===== config.mk =====
export PLATFORM = sky130hd
export DESIGN_NAME = multi_lane_conv3x3
export DESIGN_NICKNAME = d
export VERILOG_FILES = /design/src/rtl/multi_lane_conv3x3.sv
export SDC_FILE = /design/constraint.sdc
export NUM_CORES = 1
export LEC_CHECK = 0
export ABC_AREA = 0
export CELL_PAD_IN_SITES_DETAIL_PLACEMENT = 1
export CELL_PAD_IN_SITES_GLOBAL_PLACEMENT = 1
export CORE_ASPECT_RATIO = 1.25
export CORE_MARGIN = 3
export CORE_UTILIZATION = 44
export CTS_BUF_LIST = sky130_fd_sc_hd__clkbuf_8
export CTS_CLUSTER_DIAMETER = 40
export DETAILED_ROUTE_END_ITERATION = 16
export PLACE_DENSITY_LB_ADDON = 0.1
export SLEW_MARGIN = 20
export SYNTH_ARGS = -nofsm -noshare
export SYNTH_HDL_FRONTEND = slang
export SYNTH_SLANG_ARGS = --single-unit
export TNS_END_PERCENT = 10

===== constraint.sdc =====
create_clock -name i_clk -period 13.45 [get_ports i_clk]
set_clock_uncertainty 0.05 [all_clocks]
set_input_delay 1.345 -clock i_clk [delete_from_list [all_inputs] [get_ports i_clk]]
set_output_delay 1.345 -clock i_clk [all_outputs]
set_load 0.02 [all_outputs]

===== src/rtl/multi_lane_conv3x3.sv =====
// NCH parallel 3x3 convolution lanes sharing one coefficient set, one control FSM and one
// address sequencer; each lane reads its input image from, and writes its result to, its own SRAM bank.
module multi_lane_conv3x3 #(
  parameter int NCH      = 4,
  parameter int IMG_W    = 16,
  parameter int IMG_H    = 16,
  parameter int AW       = 16,
  parameter int IN_BASE  = 0,
  parameter int OUT_BASE = 256,
  parameter int SHIFT    = 4
) (
  input  logic              i_clk,
  input  logic              i_rst,
  input  logic              i_fc_valid,
  input  logic [7:0]        i_fc,
  input  logic              i_start,
  input  logic              i_pad_mode,
  input  logic [NCH*8-1:0]  i_working_pixel,
  output logic [NCH*AW-1:0] o_addr,
  output logic [NCH-1:0]    o_en,
  output logic [NCH-1:0]    o_wen,
  output logic [NCH*8-1:0]  o_d,
  output logic [NCH*8-1:0]  o_out_pixel,
  output logic [NCH-1:0]    o_out_valid,
  output logic              o_busy,
  output logic              o_done
);

  typedef enum logic [1:0] {S_IDLE = 2'd0, S_RUN = 2'd1, S_DONE = 2'd2} state_t;

  localparam logic signed [17:0] H_S      = 18'(IMG_H);
  localparam logic signed [17:0] W_S      = 18'(IMG_W);
  localparam logic [15:0]        LAST_ROW = 16'(IMG_H - 1);
  localparam logic [15:0]        LAST_COL = 16'(IMG_W - 1);

  function automatic logic tap_oob(input logic [15:0] row, input logic [15:0] col,
                                   input logic [3:0] tap);
    logic signed [17:0] r;
    logic signed [17:0] c;
    r = $signed({2'b00, row}) + $signed({16'd0, 2'(tap / 4'd3)}) - 18'sd1;
    c = $signed({2'b00, col}) + $signed({16'd0, 2'(tap % 4'd3)}) - 18'sd1;
    tap_oob = (r < 18'sd0) || (r >= H_S) || (c < 18'sd0) || (c >= W_S);
  endfunction

  // Tap position is clamped into the image, which is exactly the edge-replicate address.
  function automatic logic [31:0] tap_addr(input logic [15:0] row, input logic [15:0] col,
                                           input logic [3:0] tap);
    logic signed [17:0] r;
    logic signed [17:0] c;
    r = $signed({2'b00, row}) + $signed({16'd0, 2'(tap / 4'd3)}) - 18'sd1;
    c = $signed({2'b00, col}) + $signed({16'd0, 2'(tap % 4'd3)}) - 18'sd1;
    r = (r < 18'sd0) ? 18'sd0 : ((r >= H_S) ? (H_S - 18'sd1) : r);
    c = (c < 18'sd0) ? 18'sd0 : ((c >= W_S) ? (W_S - 18'sd1) : c);
    tap_addr = 32'(IN_BASE) + 32'(unsigned'(r)) * 32'(IMG_W) + 32'(unsigned'(c));
  endfunction

  function automatic logic [7:0] sat8(input logic signed [19:0] a);
    logic signed [19:0] s;
    s = a >>> SHIFT;
    if (s < 20'sd0) begin
      sat8 = 8'd0;
    end else if (s > 20'sd255) begin
      sat8 = 8'd255;
    end else begin
      sat8 = 8'(s);
    end
  endfunction

  state_t                  r_state;
  state_t                  w_nxt_state;
  logic signed [7:0]       r_coef [9];
  logic [3:0]              r_cnt;
  logic                    r_coef_ready;
  logic                    r_pad_mode;
  logic [15:0]             r_row;
  logic [15:0]             r_col;
  logic [3:0]              r_phase;
  logic signed [19:0]      r_acc [NCH];
  logic [AW-1:0]           r_addr;
  logic                    r_en;
  logic                    r_wen;
  logic                    r_valid;
  logic [NCH*8-1:0]        r_d;
  logic                    r_busy;
  logic                    r_done;

  logic [15:0]             w_nxt_row;
  logic [15:0]             w_nxt_col;
  logic [3:0]              w_nxt_phase;
  logic                    w_nxt_pad;
  logic [3:0]              w_tap_idx;
  logic                    w_tap_zero;
  logic signed [7:0]       w_coef_cur;
  logic [7:0]              w_pix [NCH];
  logic signed [15:0]      w_prod [NCH];
  logic signed [19:0]      w_acc_nxt [NCH];
  logic [AW-1:0]           w_nxt_addr;
  logic                    w_nxt_en;
  logic                    w_nxt_wen;
  logic                    w_nxt_valid;
  logic [NCH*8-1:0]        w_nxt_d;

  // FSM state register
  always_ff @(posedge i_clk or posedge i_rst) begin
    if (i_rst) begin
      r_state <= S_IDLE;
    end else begin
      r_state <= w_nxt_state;
    end
  end

  // Next state and raster/phase sequencing
  always_comb begin
    w_nxt_state = r_state;
    w_nxt_phase = r_phase;
    w_nxt_row   = r_row;
    w_nxt_col   = r_col;
    w_nxt_pad   = r_pad_mode;
    case (r_state)
      S_IDLE: begin
        if (i_start && r_coef_ready) begin
          w_nxt_state = S_RUN;
          w_nxt_phase = 4'd0;
          w_nxt_row   = 16'd0;
          w_nxt_col   = 16'd0;
          w_nxt_pad   = i_pad_mode;
        end else begin
          w_nxt_state = S_IDLE;
        end
      end
      S_RUN: begin
        if (r_phase == 4'd10) begin
          w_nxt_phase = 4'd0;
          if (r_col == LAST_COL) begin
            w_nxt_col = 16'd0;
            if (r_row == LAST_ROW) begin
              w_nxt_row   = 16'd0;
              w_nxt_state = S_DONE;
            end else begin
              w_nxt_row = r_row + 16'd1;
            end
          end else begin
            w_nxt_col = r_col + 16'd1;
          end
        end else begin
          w_nxt_phase = r_phase + 4'd1;
        end
      end
      S_DONE:  w_nxt_state = S_IDLE;
      default: w_nxt_state = S_IDLE;
    endcase
  end

  // Read data arriving now belongs to the tap issued last cycle (phase - 1)
  always_comb begin
    w_tap_idx  = ((r_phase >= 4'd1) && (r_phase <= 4'd9)) ? (r_phase - 4'd1) : 4'd0;
    w_tap_zero = !r_pad_mode && tap_oob(r_row, r_col, w_tap_idx);
    w_coef_cur = r_coef[w_tap_idx];
    for (int k = 0; k < NCH; k++) begin
      w_pix[k]  = w_tap_zero ? 8'd0 : i_working_pixel[8*k +: 8];
      w_prod[k] = $signed({8'd0, w_pix[k]}) * $signed({{8{w_coef_cur[7]}}, w_coef_cur});
      if ((r_state == S_RUN) && (r_phase == 4'd0)) begin
        w_acc_nxt[k] = 20'sd0;
      end else if ((r_state == S_RUN) && (r_phase <= 4'd9)) begin
        w_acc_nxt[k] = r_acc[k] + $signed({{4{w_prod[k][15]}}, w_prod[k]});
      end else begin
        w_acc_nxt[k] = r_acc[k];
      end
    end
  end

  // SRAM command for the coming cycle, so the bank port is driven straight from flops
  always_comb begin
    w_nxt_en    = 1'b0;
    w_nxt_wen   = 1'b0;
    w_nxt_valid = 1'b0;
    w_nxt_addr  = {AW{1'b0}};
    w_nxt_d     = {(NCH*8){1'b0}};
    if ((w_nxt_state == S_RUN) && (w_nxt_phase <= 4'd8)) begin
      if (tap_oob(w_nxt_row, w_nxt_col, w_nxt_phase) && !w_nxt_pad) begin
        w_nxt_en = 1'b0;
      end else begin
        w_nxt_en   = 1'b1;
        w_nxt_addr = AW'(tap_addr(w_nxt_row, w_nxt_col, w_nxt_phase));
      end
    end else if ((w_nxt_state == S_RUN) && (w_nxt_phase == 4'd10)) begin
      w_nxt_en    = 1'b1;
      w_nxt_wen   = 1'b1;
      w_nxt_valid = 1'b1;
      w_nxt_addr  = AW'(32'(OUT_BASE) + 32'(w_nxt_row) * 32'(IMG_W) + 32'(w_nxt_col));
      for (int k = 0; k < NCH; k++) begin
        w_nxt_d[8*k +: 8] = sat8(w_acc_nxt[k]);
      end
    end else begin
      w_nxt_en = 1'b0;
    end
  end

  // Sequencer counters, accumulators and registered outputs
  always_ff @(posedge i_clk or posedge i_rst) begin
    if (i_rst) begin
      r_phase    <= 4'd0;
      r_row      <= 16'd0;
      r_col      <= 16'd0;
      r_pad_mode <= 1'b0;
      r_addr     <= {AW{1'b0}};
      r_en       <= 1'b0;
      r_wen      <= 1'b0;
      r_valid    <= 1'b0;
      r_d        <= {(NCH*8){1'b0}};
      r_busy     <= 1'b0;
      r_done     <= 1'b0;
      for (int k = 0; k < NCH; k++) begin
        r_acc[k] <= 20'sd0;
      end
    end else begin
      r_phase    <= w_nxt_phase;
      r_row      <= w_nxt_row;
      r_col      <= w_nxt_col;
      r_pad_mode <= w_nxt_pad;
      r_addr     <= w_nxt_addr;
      r_en       <= w_nxt_en;
      r_wen      <= w_nxt_wen;
      r_valid    <= w_nxt_valid;
      r_d        <= w_nxt_d;
      r_busy     <= (w_nxt_state == S_RUN);
      r_done     <= (w_nxt_state == S_DONE);
      for (int k = 0; k < NCH; k++) begin
        r_acc[k] <= w_acc_nxt[k];
      end
    end
  end

  // Coefficient load, accepted only while idle
  always_ff @(posedge i_clk or posedge i_rst) begin
    if (i_rst) begin
      r_cnt        <= 4'd0;
      r_coef_ready <= 1'b0;
      for (int t = 0; t < 9; t++) begin
        r_coef[t] <= 8'sd0;
      end
    end else if ((r_state == S_IDLE) && i_fc_valid) begin
      r_coef[r_cnt] <= $signed(i_fc);
      if (r_cnt == 4'd8) begin
        r_cnt        <= 4'd0;
        r_coef_ready <= 1'b1;
      end else begin
        r_cnt <= r_cnt + 4'd1;
      end
    end else begin
      r_cnt <= r_cnt;
    end
  end

  assign o_addr      = {NCH{r_addr}};
  assign o_en        = {NCH{r_en}};
  assign o_wen       = {NCH{r_wen}};
  assign o_out_valid = {NCH{r_valid}};
  assign o_d         = r_d;
  assign o_out_pixel = r_d;
  assign o_busy      = r_busy;
  assign o_done      = r_done;

endmodule


; ---- Word level (Yosys, flattened, before mapping)
; Cells that the tools add are included.
[op_classes]
n_addsub = 20
mul = 4
n_div = 4
magnitude_cmp = 22
eq_ne = 8
n_mux = 60
bitwise_logic = 2
n_reduce_logical = 22
[ops]
columns = operator, n
row1 = $mux W16, 12
row2 = $mux W20, 8
row3 = $mux W8, 15
row4 = $add A20 B16 Y20, 4
row5 = $bwmux W72, 1
row6 = $ge A18 B6 Y1 const B, 4
row7 = $lt A18 B1 Y1 const B, 4
row8 = $sub A17 B1 Y18 const B, 4
row9 = $add A16 B2 Y17, 4
row10 = $gt A16 B9 Y1 const B, 4
row11 = $lt A16 B1 Y1 const B, 4
row12 = $mul A9 B8 Y16, 4
row13 = $mux W32, 2
row14 = $pmux W16 S2, 2
row15 = $add A16 B1 Y16 const B, 2
row16 = $add A16 B16 Y16, 2
row17 = $bmux W8 S4, 1
row18 = $demux W8 S4, 1
row19 = $eq A16 B4 Y1 const B, 2
row20 = $mux W12, 2
row21 = $add A9 B16 Y16 const A, 1
row22 = $mux W4, 4
row23 = $eq A4 B4 Y1 const B, 3
row24 = $ge A5 B5 Y1 const B, 2
row25 = 21 further kinds, 50
[totals]
regBits = 248
input_bits = 45
output_inout_bits = 142
elab_cells = 172

; ---- Logic depth before layout (Yosys ltp)
[logic_depth]
word_depth = 21
mapped_depth = 66
depth_no_buf = 63

; ---- Least setup slack after synthesis
; OpenSTA, ideal clock, no wires.
[synth_path]
path_kind = register -> register
from = register r_phase[0]
to = register r_d[24] (netlist: o_d[24])
setup_ns = 0.163
arrival_ns = 12.442
required_time_ns = 13.237
slack_ns = 0.796
stages_incl_launch_ff = 60
path_buffers = 3
period_less_slack_ns = 12.654
path_cell_list = dfrtp_1 inv_1 ha_1 buf_2 o21ai_0 o22ai_1 clkbuf_1 and2_1 ha_1 inv_1 ha_1 nand2_1 inv_1 nor2_1 a21oi_1 ha_1 a21oi_1 mux2i_1 (+24 left out) o21ai_0 a21boi_0 o21ai_0 a21boi_0 o21ai_0 nand2b_1 xor2_1 ha_1 nand3_1 o21a_1 a21boi_0 a32oi_1 a31o_2 xnor2_1 o31ai_1 or4_1 nor4_1 a211oi_1
[synth_lines]
columns = item, line
row1 = "start, declared", 77  ; logic [3:0] r_phase;
row2 = "start signal, assigned", 217  ; r_phase <= w_nxt_phase;
row3 = "end signal, assigned", 210  ; r_d <= {(NCH*8){1'b0}};
row4 = "end signal, assigned", 225  ; r_d <= w_nxt_d;
row5 = "end, declared", 83  ; logic [NCH*8-1:0] r_d;

==> results.json <==
{
  "status": "complete, no violations",
  "cts_made_buffers": 51,
  "post_synth.cell_area_avg_um2": 8.728,
  "tns_ns": 0,
  "stdcell_count": 4385,
  "die_w_um": 236.4,
  "critPathKind": "flip-flop to flip-flop",
  "crit_fanout": 8,
  "period_share": 0.9409,
  "synth_edf_count": 0,
  "dr.pass1.iters": 5,
  "synthCells": 3346,
  "die-height_um": 294.0,
  "wirelength_um": 91010,
  "fillers": 7681,
  "grtUsageTotal": 0.2599,
  "post-dp-hpwl_um": 72190,
  "critical_path.most_common_cell": "ha_1",
  "rows": 105,
  "ctsRootBufferMaster": "clkbuf_8",
  "placed_cell_area_um2": 31590,
  "antenna_found_initial": 1,
  "port_buffers": 186,
  "syn_to_final_growth_pct": 13.61,
  "cts_sinks": 248,
  "clock_latency_ns": 0.66,
  "ir_worst_vdd_uv": 60.85,
  "grt.overflow.total": 0,
  "ys_seq_elements": 248,
  "grt_pass1_wl_um": 146600,
  "hold_violations": 0,
  "setup_viol": 0,
  "via_per_inst": 5.648,
  "cts_buffer_depth": 3,
  "p_comb_frac": 0.038,
  "p_total_mw": 1.741,
  "synth_cell_types": 90,
  "p_seq_frac": 0.429,
  "cts-htree-levels": 2,
  "ys_warn_count": 0,
  "ys_async_sr_fraction": 1.000,
  "fin_area_um2": 33180,
  "leakage_nw": 17.07,
  "utilization": 0.5051,
  "swShare": 0.2464,
  "num_vias": 24770,
  "synth_area_leaders": "dfrtp_1 (21%), ha_1 (17%), fa_1 (11%)",
  "start_kind": "flip-flop",
  "clkTransAtPathRegs_ns": 0.06,
  "nNetsFinal": 4095,
  "drv_cap": 0,
  "initial_core_util": 0.4446,
  "wl_per_cell_um": 20.76,
  "yosysTopAreaCell": "dfrtp_1",
  "cts_tree": "done",
  "tightest_slew_ns": 1.118,
  "worst_setup_path_end_kind": "flip-flop",
  "cp_slowest_cell": "or4_1",
  "grt_pass1_vias": 27570,
  "io_pins": 187,
  "ys.flop_type": "dfrtp_1",
  "drt_iter0_drc": 1067,
  "p_int_mw": 1.312,
  "coreArea_um2": 65690,
  "p_per_area_nw_per_um2": 52.45,
  "max_stage_delay_ns": 0.55,
  "drive_gt1_frac": 0.08815,
  "arrival_ns": 13.11,
  "critPathRequiredTime_ns": 13.90,
  "grt_max_degree": 129,
  "ys_seq_area_frac": 0.2125,
  "min_period_ns": 12.65,
  "clock_power_share": 0.533,
  "clock.fmax_mhz": 79.02,
  "drtAntennaViolNets": 0,
  "hp-class": "flip-flop to flip-flop",
  "relSlewSlack": 0.2544,
  "synth_area_um2": 29210,
  "yosysTopAreaCellShare": 0.2125,
  "post-route-drc-count": 0,
  "placed_cells": 4274,
  "slew_viol_final": 0,
  "die_area_um2": 69520,
  "p_sw_mw": 0.4289,
  "gp_congestion": 0.8996
}
[registers in the layout, summed over array words and instances (netlist names)]
signal,count
o_busy,1
o_d,32
o_done,1
r_acc,80
r_addr,16
r_cnt,4
r_coef,72
r_coef_ready,1
r_col,16
r_en,1
r_pad_mode,1
r_phase,4
r_row,16
r_state,2
r_valid,1
[layer usage]
layer | share of wire | routed length, um | GRT usage
met5 | 0 | 0 | 0
met4 | 0.041 | 3737 | 0.1073
met3 | 0.032 | 2939 | 0.03187
met2 | 0.53 | 48130 | 0.4900
met1 | 0.40 | 36210 | 0.2948
[worst paths after layout]
kind	start	to	slack, ns	depth (start not counted)
max in group asynchronous	i_rst	r_acc[5]	10.74	3
min	r_acc[40]	r_acc[40]	0.43	2
max reg2reg	r_phase[0]	o_d[6]	0.80	53
min in group asynchronous	i_rst	r_coef[27]	1.18	2
min reg2reg	r_acc[40]	r_acc[40]	0.43	2
max	r_phase[0]	o_d[6]	0.80	53
[cell usage after synthesis (9+ instances only)]
cell       count
o21a_1        43
or4_1          9
a21boi_0      11
o31ai_1       35
buf_4         93
a21oi_1      167
o21ai_0      207
and4_1         9
buf_2         30
nor2_1       166
a31oi_1       19
nand2b_1      34
mux2i_1       21
nor4_1        15
or2_2          9
nand4_1       18
a211oi_1      32
or3_1         22
a21o_1        55
inv_1        419
mux2_2        79
fa_1         158
o41ai_1       11
and2_1       195
and3_1        23
dfrtp_1      248
clkbuf_1      48
ha_1         406
nand2_1      256
nor3_1        73
o211ai_1      16
nor2b_1       32
xor2_1        51
a2111oi_0      9
xnor2_1       82
o22ai_1       23
nand3_1       46
o21bai_1      19
[logic make-up after synthesis]
group / after synthesis / synth area share
simple gates: 937 / 0.1637
compound gates: 759 / 0.1691
other cells: 2 / 0.0002571
buf+inv: 596 / 0.08984
fa+ha+maj: 564 / 0.2822
xor+xnor: 134 / 0.04066
mux: 106 / 0.04168
flops: 248 / 0.2125
[power groups by stage]
stage / logic (mW) / registers [mW] / clock network, mW
after global routing: 0.0734 / 0.746 / 0.992
after global placement: 0.0636 / 0.760 / 0
after CTS: 0.0646 / 0.746 / 0.954
after detailed placement: 0.0643 / 0.760 / 0
final: 0.0666 / 0.747 / 0.927
after floorplan: 0.0267 / 0.760 / 0
[cell type report]
class	instances	area, um^2	share of cell area
clock inverter	33	360.3	0.01086
inverter	420	1584	0.04774
sequential	248	6210	0.1871
multi-input combinational	2519	20680	0.6232
timing repair buffer	246	2421	0.07296
clock buffer	62	853.3	0.02572
antenna	1	2.502	0.00007541
tap	856	1071	0.03228
[through the flow]
stage	hold slack (ns)	worst slack (ns)
after floorplan	0.3953	0.7958
after global placement	0.4058	0.3620
after detailed placement	0.4230	-0.1118
after CTS	0.4361	0.1085
after global routing	0.4704	-0.05262
final	0.4335	0.7951
[what timing repair did]
action	in CTS	in global routing
setup endpoints to repair	19	37
hold buffers	0	0
setup buffers	0	13
pin swaps	0	12
resized for setup	4	55
cloned	0	2
[cell usage in the layout, fill, tap and decap left out, drive strengths merged, types with 12 or more instances in the layout]
master         netlist  layout
and3                23      23
buf                128      58
nand4               18      18
a21oi              173     173
clkdlybuf4s50        0     186
nand2b              34      34
nand3               46      46
inv                420     429
mux2                79      79
a211oi              32      32
xor2                51      51
o21bai              19      19
or3                 22      22
nor3                73      73
conb                 2      19
and2               196     196
o21a                43      43
ha                 406     406
mux2i               23      23
nor2b               32      32
o21ai              212     212
a31oi               19      19
a21boi              12      12
o22ai               23      23
o211ai              16      16
nand2              256     256
nor4                16      16
a21o                55      55
nor2               166     166
o31ai               35      35
clkbuf              48      64
fa                 158     158
clkinv               0      14
dfrtp              248     248
xnor2               82      82
[worst max-delay path: cells and delay by family (launching register included)]
| kind | cells | cell delay [ns] |
|---|---|---|
| xor gates and xnor gates | 1 | 0.54 |
| DFF | 1 | 0.46 |
| buffers and inverters | 10 | 1.02 |
| adders and majority gates | 13 | 4.47 |
| and+or+nand+nor | 15 | 3.12 |
| muxes | 1 | 0.21 |
| AOI/OAI and AO/OA | 13 | 2.62 |
(Power assumes the default switching activity.)
